### config.mk
export PLATFORM = sky130hd
export DESIGN_NAME = uart_tx_module
export DESIGN_NICKNAME = d
export VERILOG_FILES = /design/src/rtl/uart_pkg.sv /design/src/rtl/uart_baud_gen.sv /design/src/rtl/uart_tx_module.sv
export SDC_FILE = /design/constraint.sdc
export NUM_CORES = 1
export LEC_CHECK = 0
export ABC_AREA = 1
export CAP_MARGIN = 5
export CORE_MARGIN = 5
export CORE_UTILIZATION = 35
export CTS_BUF_LIST = sky130_fd_sc_hd__clkbuf_8
export CTS_CLUSTER_SIZE = 25
export DETAILED_ROUTE_END_ITERATION = 8
export PLACE_DENSITY = 0.53
export SLEW_MARGIN = 25
export SYNTH_ARGS = -nofsm -noshare
export SYNTH_HDL_FRONTEND = slang
export SYNTH_HIERARCHICAL = 1
export SYNTH_SLANG_ARGS = --single-unit
export TNS_END_PERCENT = 5
### constraint.sdc
create_clock -name clk -period 1.7 [get_ports clk]
set_input_delay 0.17 -clock clk [delete_from_list [all_inputs] [get_ports clk]]
set_output_delay 0.17 -clock clk [all_outputs]
set_load 0.01 [all_outputs]
### src/rtl/uart_pkg.sv
// Shared UART definitions: frame constants, transmit FSM states and
// small helpers used by both the transmit and receive paths.
package uart_pkg;

    localparam int DATA_BITS        = 8;
    localparam int DEFAULT_BAUD_DIV = 434;  // 50 MHz / 115200

    // Transmit FSM states, in frame order.
    typedef enum logic [2:0] {
        IDLE,
        START,
        DATA,
        PARITY,
        STOP
    } tx_state_e;

    // Parity bit for a byte: even parity makes the total count of ones
    // (data + parity) even, odd parity makes it odd.
    function automatic logic calc_parity(input logic [DATA_BITS-1:0] data,
                                         input logic                 odd);
        return odd ? ~^data : ^data;
    endfunction

    // Total frame length in bit periods (start + data + parity + stop).
    function automatic int frame_bits(input int parity_en, input int stop_bits);
        return 1 + DATA_BITS + parity_en + stop_bits;
    endfunction

endpackage

### src/rtl/uart_baud_gen.sv
// Baud divider: counts system clocks 0..BAUD_DIV-1 and pulses bit_tick on
// the last count of every bit period. A clear restarts the period so the
// first tick lands exactly BAUD_DIV cycles after the clear is released.
module uart_baud_gen
    import uart_pkg::*;
#(
    parameter int BAUD_DIV = DEFAULT_BAUD_DIV  // must be >= 2
) (
    input  logic clk,
    input  logic rst_n,
    input  logic clear,
    output logic bit_tick
);

    localparam int                CNT_W    = (BAUD_DIV > 1) ? $clog2(BAUD_DIV) : 1;
    localparam logic [CNT_W-1:0]  CNT_LAST = CNT_W'(BAUD_DIV - 1);

    logic [CNT_W-1:0] cnt_q;

    // Tick on the final count of the bit period; the counter wraps there.
    assign bit_tick = (cnt_q == CNT_LAST);

    // Bit-period counter with synchronous clear and wrap.
    always_ff @(posedge clk) begin
        if (!rst_n) begin
            cnt_q <= '0;
        end else if (clear || bit_tick) begin
            cnt_q <= '0;
        end else begin
            cnt_q <= cnt_q + CNT_W'(1);
        end
    end

endmodule

### src/rtl/uart_tx_module.sv
// UART transmitter: one start bit, 8 data bits LSB first, optional parity,
// 1 or 2 stop bits. Byte intake is a valid/ready handshake accepted only in
// IDLE; the serial line is driven from a register so it never glitches.
module uart_tx_module
    import uart_pkg::*;
#(
    parameter int BAUD_DIV   = DEFAULT_BAUD_DIV,  // clocks per bit, >= 2
    parameter int PARITY_EN  = 0,                 // 1: insert parity bit
    parameter int PARITY_ODD = 0,                 // 1: odd, 0: even parity
    parameter int STOP_BITS  = 1                  // 1 or 2
) (
    input  logic                 clk,
    input  logic                 rst_n,
    input  logic [DATA_BITS-1:0] tx_data,
    input  logic                 tx_valid,
    output logic                 tx_ready,
    output logic                 tx_pin_out,
    output logic                 tx_busy,
    output logic                 tx_done
);

    localparam int               IDX_W     = $clog2(DATA_BITS);
    localparam logic [IDX_W-1:0] DATA_LAST = IDX_W'(DATA_BITS - 1);
    localparam logic [IDX_W-1:0] STOP_LAST = IDX_W'(STOP_BITS - 1);
    localparam logic             ODD_SEL   = (PARITY_ODD != 0);

    tx_state_e             state_q, state_d;
    logic [DATA_BITS-1:0]  shift_q, shift_d;
    logic [IDX_W-1:0]      idx_q,   idx_d;    // data bit / stop bit index
    logic                  par_q,   par_d;
    logic                  pin_q,   pin_d;
    logic                  done_c;
    logic                  accept;
    logic                  bit_tick;
    logic                  baud_clear;

    assign tx_ready   = (state_q == IDLE) && rst_n;
    assign accept     = tx_valid && tx_ready;
    assign tx_busy    = (state_q != IDLE);
    assign tx_pin_out = pin_q;
    assign tx_done    = done_c && rst_n;

    // Holding the divider in clear while idle means every frame's first
    // bit period starts from count 0 on the cycle after acceptance.
    assign baud_clear = (state_q == IDLE);

    uart_baud_gen #(
        .BAUD_DIV (BAUD_DIV)
    ) u_baud_gen (
        .clk      (clk),
        .rst_n    (rst_n),
        .clear    (baud_clear),
        .bit_tick (bit_tick)
    );

    // State, shift register, bit index, parity and line registers.
    always_ff @(posedge clk) begin
        if (!rst_n) begin
            state_q <= IDLE;
            shift_q <= '0;
            idx_q   <= '0;
            par_q   <= 1'b0;
            pin_q   <= 1'b1;
        end else begin
            state_q <= state_d;
            shift_q <= shift_d;
            idx_q   <= idx_d;
            par_q   <= par_d;
            pin_q   <= pin_d;
        end
    end

    // Next-state logic; pin_d is the line level for the cycle after the
    // edge, so each transition also selects the level of the next bit.
    always_comb begin
        state_d = state_q;
        shift_d = shift_q;
        idx_d   = idx_q;
        par_d   = par_q;
        pin_d   = pin_q;
        done_c  = 1'b0;

        case (state_q)
            IDLE: begin
                pin_d = 1'b1;
                idx_d = '0;
                if (accept) begin
                    state_d = START;
                    shift_d = tx_data;
                    par_d   = calc_parity(tx_data, ODD_SEL);
                    pin_d   = 1'b0;
                end
            end

            START: begin
                if (bit_tick) begin
                    state_d = DATA;
                    pin_d   = shift_q[0];
                end
            end

            DATA: begin
                if (bit_tick) begin
                    if (idx_q == DATA_LAST) begin
                        idx_d = '0;
                        if (PARITY_EN != 0) begin
                            state_d = PARITY;
                            pin_d   = par_q;
                        end else begin
                            state_d = STOP;
                            pin_d   = 1'b1;
                        end
                    end else begin
                        idx_d   = idx_q + IDX_W'(1);
                        shift_d = shift_q >> 1;
                        pin_d   = shift_q[1];
                    end
                end
            end

            PARITY: begin
                if (bit_tick) begin
                    state_d = STOP;
                    idx_d   = '0;
                    pin_d   = 1'b1;
                end
            end

            STOP: begin
                pin_d = 1'b1;
                if (bit_tick) begin
                    if (idx_q == STOP_LAST) begin
                        state_d = IDLE;
                        idx_d   = '0;
                        done_c  = 1'b1;
                    end else begin
                        idx_d = idx_q + IDX_W'(1);
                    end
                end
            end

            default: begin
                state_d = IDLE;
                pin_d   = 1'b1;
            end
        endcase
    end

endmodule

Yosys cells after proc, flatten, opt, wreduce, memory -nomap -nowiden

Index checks and enable logic that the tools add are counted.

Output and inout port bits: 4
Input bits: 11
ROM bits: 0
Register bits: 24
Logic and storage cells: 63
Latch bits: 0
Memories: 0
Bits in writable memories: 0

Add/sub/neg operators: 2
Div/mod/pow operators: 0
Mux-type cells: 27
Equality and inequality tests: 14
Shifts and indexed selects: 0
Reduce and logical (&&, ||, !) cells: 14
Multipliers: 0
Bitwise gates (word level): 1
$lt $le $gt $ge: 0

Operator list:

| kind                  | number |
|---|---|
| $mux W3               | 12 |
| $mux W8               | 3 |
| $pmux W8 S2           | 1 |
| $pmux W3 S5           | 1 |
| $pmux W3 S4           | 1 |
| $add A9 B1 Y9 const B | 1 |
| $eq A9 B9 Y1 const B  | 1 |
| $mux W1               | 8 |
| $ne A2 B1 Y1 const B  | 4 |
| $ne A2 B2 Y1 const B  | 4 |
| $reduce_and A4 Y1     | 2 |
| $reduce_and A7 Y1     | 1 |
| $eq A3 B2 Y1 const B  | 2 |
| $eq A3 B3 Y1 const B  | 2 |
| $logic_not A3 Y1      | 2 |
| $pmux W1 S4           | 1 |
| $reduce_bool A4 Y1    | 1 |
| $add A3 B1 Y3 const B | 1 |
| $eq A3 B1 Y1 const B  | 1 |
| $logic_and A1 B1 Y1   | 3 |
| $reduce_and A3 Y1     | 1 |
| $reduce_bool A3 Y1    | 1 |
| $reduce_bool A2 Y1    | 1 |
| $reduce_or A2 Y1      | 1 |
| 2 further kinds       | 2 |

Depth between registers and ports, before layout

Gate-level depths: netlist of the first run.

Depth after elaboration: 5
Depth in mapped cells: 14
Mapped depth without buffers: 14

Hierarchy

Netlist of the first run, hierarchy kept.

Modules (own cells, without submodules):

| module         | times used | area each (µm²) | cells an instance |
|---|---|---|---|
| uart_tx_module | 1          | 962.2           | 147 |
| uart_baud_gen  | 1          | 490.5           | 65 |

Worst setup path after synthesis of the first run

No wires, ideal clock.

Path type: register to register
Start: register u_baud_gen.cnt_q[0]
End: register shift_q[1]
Path buffers: 1
Setup slack: 131 ps
Period minus slack after synthesis: 1569 ps
Cell stages (with the launch flop): 14
Data arrival time: 1505 ps
Data required time: 1636 ps
Library setup time: 64 ps
Cell sequence: dfxtp_1 -> ha_1 -> nand2_1 -> nor2_1 -> nand2_2 -> inv_1 -> inv_2 -> nand2_2 -> nand2_1 -> inv_2 -> and2_4 -> buf_6 -> nor2_2 -> nor2_1

Longest elaborated chain between the ends: 3

Ends and longest elaborated chain:

| what                               | RTL line             | source |
|---|---|---|
| from (decl)                        | uart_baud_gen.sv:18  | `logic [CNT_W-1:0] cnt_q;` |
| from (signal assigned)             | uart_baud_gen.sv:30  | `cnt_q <= cnt_q + CNT_W'(1);` |
| $eq A9 B9 Y1                       | uart_baud_gen.sv:21  | `assign bit_tick = (cnt_q == CNT_LAST);` |
| named net bit_tick                 | uart_tx_module.sv:34 | `logic bit_tick;` |
| $ne A2 B1 Y1 (no source line)      | -                    |  |
| $reduce_and A4 Y1 (no source line) | -                    |  |
| to (signal assigned)               | uart_tx_module.sv:66 | `shift_q <= shift_d;` |
| to (decl)                          | uart_tx_module.sv:28 | `logic [DATA_BITS-1:0] shift_q, shift_d;` |

The timed path passes the listed nets, and every way through them passes these cells.
A chain may end at the register's enable or synchronous reset.

Worst setup path after layout of the first run

Start: register u_baud_gen.cnt_q[1]
End: register state_q[1]

Longest elaborated chain between the ends: 3
Elaborated cells between the ends (all ways): 6
Classes of those cells: eq/ne (5); reduce/logical (1)

Ends and longest elaborated chain:

| what                                 | RTL line             | source |
|---|---|---|
| $eq A9 B9 Y1 *                       | uart_baud_gen.sv:21  |  |
| named net bit_tick                   | uart_tx_module.sv:34 |  |
| $ne A2 B1 Y1 (no source line)        | -                    |  |
| $reduce_and A7 Y1 (no source line) * | -                    |  |
| to (signal assigned)                 | uart_tx_module.sv:65 | `state_q <= state_d;` |
| to (decl)                            | uart_tx_module.sv:27 | `tx_state_e state_q, state_d;` |

Mark *: on every way through the listed nets, which the timed path passes. The rest lies on a longest branch.

==> reports/summary.txt, run 1 <==
Syn avg cell area -> 6.85 sq um
Overall Power -> 0.00252 W
Worst EP arrival -> 1800 ps
Dpl hpwl -> 2.54 mm
Setup violators final -> 0
Worst hold path depth -> 2
Slowest-stage cell, CP -> dfxtp_2
Post-synth top area share -> 33.1%
Critical path type -> reg2reg
Synth async-reset ratio -> 0%
PD cells -> 1290 nW/um^2
First-pass DRT Iterations -> 4
Layout cells sized above 1 -> 34.6%
Worst setup path start -> u_baud_gen/cnt_q[1]
Clock buffer depth -> 2
Number of synthesized flops with an enable pin -> 0
Reg2Reg Depth -> 15
Required time of the critical path -> 1860 ps
Yosys top cell by area -> dfxtp_1
Main synth FF type -> dfxtp_1
Fillers -> 431
Vias per cell -> 4.56
Syn nets -> 229
Sw frac -> 41.8%
Worst Tran Pin Value -> 213 ps
Area delta synth->final -> 34.9%
R2r endpoint -> state_q[1]
Status -> finished, final reports clean
Hold Crit Class -> reg2reg
FP Rows -> 23
Tmin final -> 1630 ps
RSZ-0062 raised after global routing -> true
Avg WL per Cell -> 10.8 um
Slew Viols, Final -> 0
Metal1 wirelength -> 1.67 mm
Logic pwr share -> 55.8%
# clock sinks -> 24
Register area -> 483 sq um
Sequential share of power -> 30.8%
Grt ovf -> 0
Crit-path max cell delay -> 330 ps
DR iter-0 viols -> 62
Dpl cell area -> 1860 sq um
Top-count cell post-synth -> nand2_1
Footprint of the multi-input gates -> 910 sq um
Cells after Synth -> 212
First-pass GRT wire length -> 5.95 mm
Final Instance Area -> 1960 sq um
Final hold viol count -> 0
Yosys cell types -> 29
Largest net degree at the start of global routing -> 13
H-Tree Depth -> 1
Vias -> 1399
Die ar. -> 5540 sq um
Layout Nets -> 276
Vias in the first global route -> 1343
Reg2reg start -> u_baud_gen/cnt_q[1]
Leakage power -> 0.878 nW
Worst Hold Endpoint -> shift_q[7]
Antenna violations before repair -> 0
Clock-pin slew of the registers on the worst-case setup and hold paths -> 80 ps
Sequential area share after synthesis -> 33.1%
Yosys reg bits -> 24
CP Launch Type -> register
Met3 WL -> 144 um
Max-cap violations -> 0
Final setup TNS -> 0 ps
Psw -> 0.00106 W
Ys Warns -> 6
Met2 WL post-DR -> 1.48 mm
Gr usage total -> 13.6%
Port Buf Inserts -> 14
Synth cell count leaders -> 63 x nand2_1, 26 x nor2_1, 24 x dfxtp_1, 14 x inv_1, 14 x nor2_2
Total Routed Length -> 3.32 mm
Core ar. -> 4000 sq um
Ant. Diodes -> 0
R2R setup slack -> 70 ps
Root Buffer -> clkbuf_8
Number of remaining DRC errors -> 0
Number of CTS-inserted buffers -> 3
I/O Pins -> 15
Highest routed layer -> met4
Chip height -> 74.4 um
Most used cell, CP -> inv_2
Slew HR -> 85.7%
Die outline width -> 74.4 um
Top post-synthesis cells by area -> dfxtp_1 33%, nand2_1 16%, nor2_1 6.7%
Clock Skew -> 1.89 ps
Max IR drop VDD -> 489 uV
Critical path cell sequence -> inv_2 > ha_4 > nand2_2 > nor2_2 > nand2_2 > inv_2 > inv_2 > buf_6 > nand3_1 > nand2_1 > nor2_2 > buf_4 > nand3_1 > nand2_1 > nor2_1
Pint -> 0.00147 W
Clock power share -> 13.4%
CTS tree -> built
Max Fanout on Critical Path -> 4
Fmax -> 0.612 GHz
Crit. End Element -> register
Hold_sp -> shift_q[7]
Post-route ant nets -> 0
Final period utilization -> 96.1%
RD Place Congestion -> 0.755
Cell area after synthesis -> 1450 sq um
Initial Util -> 36.3%
Worst-skew pair later-pin latency -> 260 ps
-- cell usage in the layout, fill, tap and decap left out, types with 2 or more instances in the layout --
cell,Yosys,routed
nor2_4,3,3
nand3b_1,7,7
nand3_1,13,13
ha_1,6,5
dfxtp_2,0,2
nand2_4,1,2
inv_1,14,11
buf_4,0,30
a21oi_2,5,7
nand2_2,5,7
a21oi_1,6,4
inv_2,9,12
nand2_1,63,60
clkbuf_8,0,3
dlymetal6s2s_1,0,2
clkdlybuf4s50_1,0,11
nor2_2,14,16
o21bai_1,2,2
nor2_1,26,24
dfxtp_1,24,22
-- sequential cells by signal, summed over array words and instances, names as in the netlist --
name,count
u_baud_gen/cnt_q,9
state_q,3
tx_pin_out,1
shift_q,8
idx_q,3
-- critical path, delay by kind of cell, from the launching register on --
family	cells	cell delay (ps)
DFF	1	330
adders and majority gates	1	120
and+or+nand+nor	9	650
buffers and inverters	5	430
-- area by class of cell --
class	count	share of cell area, %
flip-flops and latches	24	24.6
well taps	50	3.19
repair buffers	45	19.2
inverters	23	4.41
multi-input cells	162	46.4
clock buffers	3	2.11
-- how the worst max path moves through the flow --
stage	slack [ps]	endpoint	cells past startpoint
after floorplan	130	shift_q[1]	13
after global placement	-150	tx_done	9
after detailed placement	-200	tx_done	9
after CTS	0.9	tx_busy	4
after global routing	-80	idx_q[0]	14
final	70	state_q[1]	15
-- logic make-up (layout without fill, tap and decap cells) --
family          Yosys count  in the layout  share of synthesized area (%)
simple gates            135            135                           43.8
xor+xnor                  2              2                           1.21
fa+ha+maj                 6              6                           5.17
flops                    24             24                           33.1
compound gates           19             19                           9.39
buf+inv                  26             71                           7.32
-- power by group through the flow --
stage               registers (W)  clock network [W]  logic [W]
floorplan                0.000808                  0   0.000860
finish                   0.000776           0.000338    0.00141
global route             0.000794           0.000377    0.00158
detailed placement       0.000779                  0    0.00134
CTS                      0.000767           0.000353    0.00135
global placement         0.000774                  0    0.00135
-- per-stage QoR --
| step | std cells | hold slack, ps | worst slack [ps] | utilization (%) |
|---|---|---|---|---|
| floorplan | 212 | 296 | 131 | - |
| CTS | 307 | 494 | 0.924 | 47.8 |
| global placement | 303 | 459 | -152 | 46.5 |
| detailed placement | 303 | 474 | -203 | 46.5 |
| finish | 307 | 484 | 66.1 | 49.0 |
| global route | 307 | 513 | -83.6 | 49.0 |
-- routing by layer --
metal	track usage [%]	up-vias
li1	-	754
met1	19.0	624
met2	20.9	19
met3	2.43	2
met4	4.74	0
met5	0	-
-- timing repair --
| action | 4_1_cts | 5_1_grt |
|---|---|---|
| pin swaps | 3 | 7 |
| endpoints found under the setup margin | 1 | 17 |
| resized for setup | 8 | 16 |
| hold buffers | 0 | 0 |
| buffers inserted | 1 | 0 |
Power figures use the tool's default switching activity.
==> run 2: changes to the inputs <==
--- a/config.mk
+++ b/config.mk
@@ -10,9 +10,9 @@
 export CORE_MARGIN = 5
 export CORE_UTILIZATION = 35
 export CTS_BUF_LIST = sky130_fd_sc_hd__clkbuf_8
-export CTS_CLUSTER_SIZE = 25
+export CTS_CLUSTER_DIAMETER = 40
 export DETAILED_ROUTE_END_ITERATION = 8
-export PLACE_DENSITY = 0.53
+export PLACE_DENSITY_LB_ADDON = 0.3
 export SLEW_MARGIN = 25
 export SYNTH_ARGS = -nofsm -noshare
 export SYNTH_HDL_FRONTEND = slang
==> run 2 against run 1 <==
  * Fmax up 0.67%
  * Clock skew is 7.9 ps higher
  * Global-route usage fell by 1.5 points
  * Via count shrank 3.2%
  * Sequential share of layout area up 0.53 points
  * Design area fell by 2.4%
  * Non-clock buffer count fell by 2
  * Core utilization decreased by 1.2 points
  * Cell count fell by 0.65%
  * First-iteration DRC count shrank 19%
  * Combinational power is 6% lower
  * Clock-buffer cell count did not move
  * Critical endpoint unchanged
==> reports/summary.txt, run 2 (synthesis results as in run 1) <==
Critical path type -> reg2reg
Leakage power -> 0.858 nW (-2.3%)
Grt ovf -> 0 (unchanged)
DR iter-0 viols -> 50 (-19%)
Clock-pin slew of the registers on the worst-case setup and hold paths -> 90 ps (about the same)
Post-cts hold buffer count -> 0 (unchanged)
Slew HR -> 85.3% (-0.36 points)
FP Rows -> 23 (unchanged)
Port Buf Inserts -> 14 (unchanged)
RD Place Congestion -> 0.841 (+11%)
Die outline width -> 74.4 um (unchanged)
Final hold slack -> 487 ps (+2.03 ps)
Number of remaining DRC errors -> 0 (unchanged)
Worst EP arrival -> 1800 ps (about the same)
Chip height -> 74.4 um (unchanged)
Final period utilization -> 95.5% (-0.64 points)
PD cells -> 1270 nW/um^2 (-1.4%)
CTS tree -> built
Total Routed Length -> 3.09 mm (-7.0%)
Max Fanout on Critical Path -> 4 (unchanged)
Hold Crit Class -> reg2reg
Max-cap violations -> 0 (unchanged)
Core ar. -> 4000 sq um (unchanged)
Avg WL per Cell -> 10.1 um (-6.3%)
Slew Viols, Final -> 0 (unchanged)
Fmax -> 0.616 GHz (+0.67%)
Max reg flops -> 9 (unchanged)
Post-route ant nets -> 0 (unchanged)
Most frequent cells in the layout -> 61 x nand2_1, 28 x buf_4, 25 x nor2_1
Die ar. -> 5540 sq um (unchanged)
Crit. End Element -> register
H-Tree Depth -> 1 (unchanged)
Logic pwr share -> 54.5% (-1.3 points)
Clock buffer depth -> 2 (unchanged)
Required time of the critical path -> 1870 ps (about the same)
Fillers -> 415 (-3.7%)
CP Launch Type -> register
Psw -> 0.00101 W (-3.8%)
Largest net degree at the start of global routing -> 13 (unchanged)
Setup violators final -> 0 (unchanged)
Antenna violations before repair -> 0 (unchanged)
Worst Tran Pin Value -> 220 ps (+6.76 ps)
Pint -> 0.00141 W (-3.7%)
Largest regs -> u_baud_gen/cnt_q (9), shift_q (8)
Dpl cell area -> 1850 sq um (-0.40%)
Vias per cell -> 4.44 (-2.6%)
Gr usage total -> 12.1% (-1.5 points)
Clock Skew -> 9.79 ps (+7.91 ps)
Initial Util -> 36.3% (unchanged)
Final Instance Area -> 1910 sq um (-2.4%)
Dpl hpwl -> 2.41 mm (-5.2%)
Max IR drop VDD -> 520 uV (+6.4%)
I/O Pins -> 15 (unchanged)
First-pass GRT wire length -> 5.29 mm (-11%)
Final WS setup -> 77.0 ps (+10.8 ps)
DP Worst Slack -> -194 ps (+9.68 ps)
Commonest non-fill, non-tap cell in the layout -> nand2_1
Ant. Diodes -> 0 (unchanged)
Status -> finished, final reports clean
Sw frac -> 41.8% (about the same)
Layout Nets -> 274 (-0.72%)
RSZ-0062 raised after global routing -> true
Layout cells sized above 1 -> 31.8% (-2.9 points)
# clock sinks -> 24 (unchanged)
Biggest register -> u_baud_gen/cnt_q
Vias -> 1354 (-3.2%)
Vias in the first global route -> 1266 (-5.7%)
Final hold viol count -> 0 (unchanged)
Number of CTS-inserted buffers -> 3 (unchanged)
Sequential share of power -> 31.6% (+0.8 points)
Root Buffer -> clkbuf_8
First-pass DRT Iterations -> 5 (+1)
Tmin final -> 1620 ps (-10.8 ps)
Worst-skew pair later-pin latency -> 270 ps (about the same)
Clock power share -> 13.9% (+0.5 points)
Area delta synth->final -> 31.7%
==> run 2: through the flow <==
stage          utilization [%]  total power (W)  TNS (ps)  cells
5_1_grt                   47.8          0.00265     -67.1    305
2_1_floorplan                -          0.00167         0    212
3_5_place_dp              46.3          0.00209      -194    302
6_report                  47.8          0.00243         0    305
4_1_cts                   47.4          0.00243         0    305
3_3_place_gp              46.3          0.00207      -150    302
==> run 2: cell type report <==
type / instances / area (sq um) / area share [%]
well taps: 50 / 62.6 / 3.27
multi-input cells: 162 / 883 / 46.2
inverters: 23 / 86.3 / 4.51
repair buffers: 43 / 358 / 18.7
flip-flops and latches: 24 / 482 / 25.2
clock buffers: 3 / 41.3 / 2.16
==> run 2: power groups by stage <==
stage	logic [W]	clock network [W]	registers, W
floorplan	0.000860	0	0.000808
global placement	0.00130	0	0.000774
detailed placement	0.00131	0	0.000778
CTS	0.00131	0.000357	0.000765
global route	0.00149	0.000374	0.000785
finish	0.00132	0.000338	0.000766
==> run 2: repair_timing <==
| action | in CTS | in global routing |
|---|---|---|
| gates resized for setup | 8 | 8 |
| setup endpoints to repair | 3 | 16 |
| pin swaps | 1 | 4 |
| buffers inserted | 0 | 0 |
==> run 2: final timing paths <==
check	start	endpoint	slack, ps	cells past startpoint
max	u_baud_gen/cnt_q[1]	state_q[1]	80	15
min	shift_q[6]	shift_q[6]	490	2
max reg2reg	u_baud_gen/cnt_q[1]	state_q[1]	80	15
min reg2reg	shift_q[6]	shift_q[6]	490	2
==> run 2: worst max-delay path, cell delays in order (launching register included) <==
cell,delay [ps]
dfxtp_2,330
inv_2,40
ha_1,120
nand2_1,50
nor2_1,100
nand2_2,100
inv_2,80
inv_2,50
buf_6,120
nand3_1,70
nand2_1,60
nor2_2,150
buf_4,130
nand3_1,50
nand2_1,60
nor2_1,30
==> run 2: routing by layer <==
layer	global-route usage, %	share of wire, %	vias up
li1	-	-	746
met2	20.5	47	17
met3	2.84	3.6	2
met4	2.96	0.78	0
met1	15.5	49	589
met5	0	0	-
